File: src/rtl/func_plot_sched.sv
// rtl/func_plot_sched.sv - pixel sweep scheduler feeding a fixed-latency function pipeline into a framebuffer
// Optional feature macro: FUNC_PLOT_AXES_EN (forces axis pixels, fx==0 or fy==0, to 1).
module func_plot_sched #(
  parameter int CORDW = 8,
  parameter int XRES  = 160,
  parameter int YRES  = 120,
  parameter int LAT   = 5,
  parameter int ADDRW = $clog2(XRES*YRES)
) (
  input  logic                    clk,
  input  logic                    rst,
  input  logic                    start,
  output logic                    busy,
  output logic                    done,
  output logic signed [CORDW-1:0] fx,
  output logic signed [CORDW-1:0] fy,
  input  logic                    f_r,
  output logic                    fb_we,
  output logic [ADDRW-1:0]        fb_addr,
  output logic                    fb_colr,
  input  logic                    fb_ready
);
  localparam int DEPTH = LAT + 2;
  localparam int CW    = $clog2(DEPTH + 1);
  localparam int PW    = $clog2(DEPTH);

  typedef enum logic [1:0] {S_IDLE, S_SWEEP, S_DRAIN, S_DONE} state_t;
  state_t state, state_n;

  logic [CORDW-1:0] col, row, col_n, row_n;
  logic [ADDRW-1:0] pix_addr;
  logic             last_pix, issue, credit_ok, push, pop, colr_in;
  logic [LAT-1:0]   vsr;
  logic [ADDRW-1:0] asr [LAT];
  logic [CW-1:0]    inflight, fifo_count;
  logic [PW-1:0]    wr_ptr, rd_ptr;
  logic [ADDRW-1:0] q_addr [DEPTH];
  logic [DEPTH-1:0] q_colr;

  function automatic logic [CORDW-1:0] coord_x(input logic [CORDW-1:0] c);
    return c - CORDW'(XRES/2);
  endfunction

  function automatic logic [CORDW-1:0] coord_y(input logic [CORDW-1:0] r);
    return CORDW'(YRES/2 - 1) - r;
  endfunction

  function automatic logic [PW-1:0] ptr_inc(input logic [PW-1:0] p);
    return (p == PW'(DEPTH - 1)) ? '0 : p + PW'(1);
  endfunction

  assign last_pix  = (col == CORDW'(XRES - 1)) && (row == CORDW'(YRES - 1));
  assign col_n     = (col == CORDW'(XRES - 1)) ? '0 : col + CORDW'(1);
  assign row_n     = (col == CORDW'(XRES - 1)) ? row + CORDW'(1) : row;
  assign credit_ok = ({1'b0, fifo_count} + {1'b0, inflight}) < (CW+1)'(DEPTH);
  assign push      = vsr[LAT-1];
  assign fb_we     = (fifo_count != '0);
  assign pop       = fb_we && fb_ready;
  assign fb_addr   = q_addr[rd_ptr];
  assign fb_colr   = q_colr[rd_ptr];

  always_ff @(posedge clk or posedge rst) begin
    if (rst) state <= S_IDLE;
    else     state <= state_n;
  end

  always_comb begin
    state_n = state;
    case (state)
      S_IDLE:  if (start) state_n = S_SWEEP;
      S_SWEEP: if (issue && last_pix) state_n = S_DRAIN;
      S_DRAIN: if (pop && fifo_count == CW'(1) && inflight == '0) state_n = S_DONE;
      S_DONE:  state_n = S_IDLE;
      default: state_n = S_IDLE;
    endcase
  end

  always_comb begin
    busy  = 1'b0;
    done  = 1'b0;
    issue = 1'b0;
    case (state)
      S_SWEEP: begin
        busy  = 1'b1;
        issue = credit_ok;
      end
      S_DRAIN: busy = 1'b1;
      S_DONE:  done = 1'b1;
      default: ;
    endcase
  end

  // fx/fy always show the pixel that would issue this cycle; they only advance on issue
  always_ff @(posedge clk or posedge rst) begin
    if (rst) begin
      col      <= '0;
      row      <= '0;
      pix_addr <= '0;
      fx       <= '0;
      fy       <= '0;
    end else if (state == S_IDLE && start) begin
      col      <= '0;
      row      <= '0;
      pix_addr <= '0;
      fx       <= coord_x('0);
      fy       <= coord_y('0);
    end else if (issue && !last_pix) begin
      col      <= col_n;
      row      <= row_n;
      pix_addr <= pix_addr + ADDRW'(1);
      fx       <= coord_x(col_n);
      fy       <= coord_y(row_n);
    end
  end

  always_ff @(posedge clk or posedge rst) begin
    if (rst) begin
      vsr <= '0;
      for (int i = 0; i < LAT; i++) asr[i] <= '0;
    end else begin
      vsr[0] <= issue;
      asr[0] <= pix_addr;
      for (int i = 1; i < LAT; i++) begin
        vsr[i] <= vsr[i-1];
        asr[i] <= asr[i-1];
      end
    end
  end

  always_comb begin
    inflight = '0;
    for (int i = 0; i < LAT; i++) inflight = inflight + CW'(vsr[i]);
  end

`ifdef FUNC_PLOT_AXES_EN
  logic [CORDW-1:0] fxsr [LAT];
  logic [CORDW-1:0] fysr [LAT];

  always_ff @(posedge clk or posedge rst) begin
    if (rst) begin
      for (int i = 0; i < LAT; i++) begin
        fxsr[i] <= '0;
        fysr[i] <= '0;
      end
    end else begin
      fxsr[0] <= fx;
      fysr[0] <= fy;
      for (int i = 1; i < LAT; i++) begin
        fxsr[i] <= fxsr[i-1];
        fysr[i] <= fysr[i-1];
      end
    end
  end

  assign colr_in = (fxsr[LAT-1] == '0 || fysr[LAT-1] == '0) ? 1'b1 : f_r;
`else
  assign colr_in = f_r;
`endif

  // Credit gating guarantees a push never lands on a full FIFO
  always_ff @(posedge clk or posedge rst) begin
    if (rst) begin
      wr_ptr     <= '0;
      rd_ptr     <= '0;
      fifo_count <= '0;
      q_colr     <= '0;
      for (int i = 0; i < DEPTH; i++) q_addr[i] <= '0;
    end else begin
      if (push) begin
        q_addr[wr_ptr] <= asr[LAT-1];
        q_colr[wr_ptr] <= colr_in;
        wr_ptr         <= ptr_inc(wr_ptr);
      end
      if (pop) rd_ptr <= ptr_inc(rd_ptr);
      if (push && !pop)      fifo_count <= fifo_count + CW'(1);
      else if (!push && pop) fifo_count <= fifo_count - CW'(1);
    end
  end
endmodule

File: config.mk
export PLATFORM = sky130hd
export DESIGN_NAME = func_plot_sched
export DESIGN_NICKNAME = d
export VERILOG_FILES = /design/src/rtl/func_plot_sched.sv
export SDC_FILE = /design/constraint.sdc
export NUM_CORES = 1
export LEC_CHECK = 0
export ABC_AREA = 1
export BUFFER_PORTS_ARGS = -buffer_cell sky130_fd_sc_hd__buf_2
export CORE_ASPECT_RATIO = 1.75
export CORE_UTILIZATION = 50
export DETAILED_ROUTE_END_ITERATION = 10
export PLACE_DENSITY = 0.69
export SYNTH_ARGS = -nofsm -noshare
export SYNTH_HDL_FRONTEND = slang
export SYNTH_SLANG_ARGS = --single-unit
File: constraint.sdc
create_clock -name clk -period 7.5 [get_ports clk]
set_clock_uncertainty 0.2 [all_clocks]
set_input_delay 0.75 -clock clk [delete_from_list [all_inputs] [get_ports clk]]
set_output_delay 0.75 -clock clk [all_outputs]
set_load 0.01 [all_outputs]
==> results.json <==
{
  "status": "finished clean",
  "start_util_pct": 51.1,
  "synth_area_leader_cell": "dfrtp_1",
  "die_w_um": 110,
  "synthArstFlopShare_pct": 100,
  "synth_fp_nets": 1083,
  "max_freq_mhz": 232,
  "drc": 0,
  "first_pass_iters": 5,
  "synth-seq-cells": 245,
  "synth.avg_cell_area_um2": 9.60,
  "root_buffer": "clkbuf_16",
  "synth_top_family_by_area": "simple AND/OR/NAND/NOR gates",
  "ys.flop_type": "dfrtp_1",
  "sequentialPowerShare_pct": 40.9,
  "hold_viol": 0,
  "portBuffers": 39,
  "critPathBufInv": 2,
  "min_to": "asr[48]",
  "critPathTopFamily": "simple AND/OR/NAND/NOR gates",
  "place_congestion": 0.831,
  "clockBufferDepth": 3,
  "synth.cell_area_um2": 10100,
  "slowest_delay_ns": 0.88,
  "grtUsageTotal_pct": 22.0,
  "hold_class": "register to register",
  "yosys.area.top_type_share_pct": 60.5,
  "maxSlewHeadroom_pct": 22.2,
  "cap_viol_max_count": 0,
  "grt_pass1_wl_um": 36100,
  "end_kind": "primary output",
  "finalSetupViolCount": 0,
  "report.final.slew_viol_count": 0,
  "finalCriticalPeriod_ns": 4.32,
  "hold_buffers": 1,
  "yosys.area_share.simple_pct": 17.0,
  "clk_latency_ns": 0.50,
  "wl_per_cell_um": 16.0,
  "antenna_found_initial": 1,
  "tightest_slew_ns": 1.16,
  "start_kind": "register",
  "rows": 68,
  "clockPowerShare_pct": 28.8,
  "synth.most_common_cell": "dfrtp_1",
  "worst-endpoint-arrival_ns": 3.37,
  "synthTopCellsByCount": "245 x dfrtp_1, 244 x nand2_1, 172 x o21ai_0, 90 x nor2_1, 81 x inv_1",
  "area_growth_pct": 10.9,
  "synth-adder-area-share_pct": 2.94,
  "worstPathRequired_ns": 6.55,
  "yosys_warnings": 0,
  "netSwitchingPower_w": 0.00148,
  "p_sw_share_pct": 36.1,
  "power.total_w": 0.00409,
  "finalSetupTns_ns": 0,
  "first_iter_violations": 535,
  "post_cts_resized": 0,
  "synth-compound-area-share_pct": 13.2,
  "reg2reg_to": "fy[6]",
  "grt_overflow": 0,
  "core_region_area_um2": 19800,
  "p_int_w": 0.00262,
  "dieHeight_um": 190,
  "final_nets": 1108,
  "whs_path_depth": 0,
  "htree_levels": 1,
  "highest_layer": "met5",
  "grt_pass1_vias": 7328,
  "min_from": "asr[63]",
  "vias": 7293,
  "crit_type": "register to primary output",
  "wl_met3_um": 902,
  "met1_length_um": 8620,
  "routed_via_density": 5.43,
  "yosysSeqAreaShare_pct": 60.5,
  "syn_inst": 1056,
  "synth_edf_count": 0,
  "path_max_fanout": 17,
  "synth.distinct_cells": 47,
  "wl_met2_um": 11400,
  "p_comb_share_pct": 30.3,
  "synth-xor-area-share_pct": 0.778,
  "rrSetupSlack_ns": 3.56,
  "rsz0062_at_grt": "no",
  "antenna_cells": 0,
  "irDropWorstVdd_mv": 0.310,
  "postCtsSetupBuffers": 0,
  "final_cell_area_um2": 11200,
  "antenna_left": 0,
  "cts.clk_slew.worst_paths_ns": 0.07,
  "drive_gt1_share_pct": 10.1,
  "timing.rr.start": "vsr[0]",
  "slowest_stage": "nor2_1",
  "worst_r2r_path_depth": 14,
  "cts_tree": "yes",
  "cts_sinks": 245,
  "ioPinCount": 40,
  "ys_top_cells_by_area": "dfrtp_1 60%, nand2_1 9.0%, o21ai_0 8.5%",
  "grt_max_degree": 87,
  "dpl.hpwl_um": 13700,
  "wl_um": 21500,
  "cp_cell_sequence": "clkinv_1 -> nor2_1 -> o21ai_0 -> o211ai_1 -> buf_2",
  "power.leakage_nw": 5.35,
  "powerDensity_nw_per_um2": 364,
  "cts_buffers": 22,
  "dieArea_um2": 20900,
  "dpl_cell_area_um2": 10500,
  "synth_mux_area_share_pct": 0,
  "finalCritPeriodShare_pct": 57.6
}
==> metrics by stage <==
stage                     hold slack [ns]  cells  worst slack (ns)  util [%]
after floorplan                     0.131   1056              3.33         -
after global placement              0.132   1301              3.59      52.8
after detailed placement            0.135   1301              3.52      52.8
after CTS                           0.147   1342              3.23      56.7
after global routing                0.151   1342              3.10      56.7
final                               0.147   1342              3.18      56.7
==> sequential cells by signal, summed over array words and instances, names as in the netlist <==
signal      count
q_addr        105
asr            75
pix_addr       15
fx              8
fy              8
q_colr          7
row             7
vsr             5
col             4
fifo_count      3
rd_ptr          3
wr_ptr          3
state           2
==> per-layer routing <==
metal / vias to the layer above / track usage (%)
met3: 43 / 3.04
met4: 2 / 6.97
met1: 3567 / 26.2
met5: - / 0
li1: 3524 / -
met2: 157 / 40.3
==> layout by cell type (no fill, tap or decap), types with 5 or more instances in the layout <==
| cell type | Yosys | layout |
|---|---|---|
| inv_1 | 81 | 80 |
| a221oi_1 | 5 | 5 |
| a32oi_1 | 5 | 5 |
| nand4_1 | 14 | 14 |
| clkbuf_16 | 0 | 23 |
| buf_4 | 7 | 9 |
| o21ai_1 | 8 | 8 |
| nand3_1 | 26 | 26 |
| o22ai_1 | 6 | 6 |
| o21ai_0 | 172 | 172 |
| a22oi_1 | 10 | 10 |
| dfrtp_1 | 245 | 245 |
| buf_2 | 3 | 39 |
| nor3_1 | 12 | 12 |
| ha_1 | 19 | 19 |
| nand2_1 | 244 | 244 |
| a21oi_1 | 8 | 8 |
| clkinv_2 | 1 | 5 |
| xor2_1 | 7 | 7 |
| nor2_1 | 90 | 90 |
| o211ai_1 | 9 | 9 |
==> layout make-up <==
type	instances	area, µm²
Sequential cell	245	6130
Clock buffer	30	632
Inverter	87	332
Multi-Input combinational cell	676	3440
Timing Repair Buffer	49	273
Tap cell	245	307
Fill cell	1789	8580
Clock inverter	10	133
==> power by group through the flow <==
stage | Clock (W) | Combinational [W] | Sequential [W]
6_report | 0.00118 | 0.00124 | 0.00167
5_1_grt | 0.00125 | 0.00140 | 0.00170
3_5_place_dp | 0 | 0.00125 | 0.00169
4_1_cts | 0.00120 | 0.00126 | 0.00167
3_3_place_gp | 0 | 0.00122 | 0.00169
2_1_floorplan | 0 | 0.000938 | 0.00165
==> worst max-delay path by stage <==
stage                     startpoint    endpoint  slack (ns)  cells after the start
after floorplan                  rst      asr[0]        3.33                      1
after global placement        vsr[0]       fy[6]        3.59                     14
after detailed placement      vsr[0]       fy[6]        3.52                     14
after CTS                  rd_ptr[2]  fb_addr[1]        3.23                      5
after global routing       rd_ptr[2]     fb_colr        3.10                      5
final                      rd_ptr[2]  fb_addr[1]        3.18                      5
==> cells by family after synthesis <==
group,after synthesis
AOI/OAI and AO/OA,239
xor gates and xnor gates,9
adders and majority gates,22
buffers and inverters,135
DFF,245
and+or+nand+nor,406
Note: power is estimated with default switching activity, not from simulation.
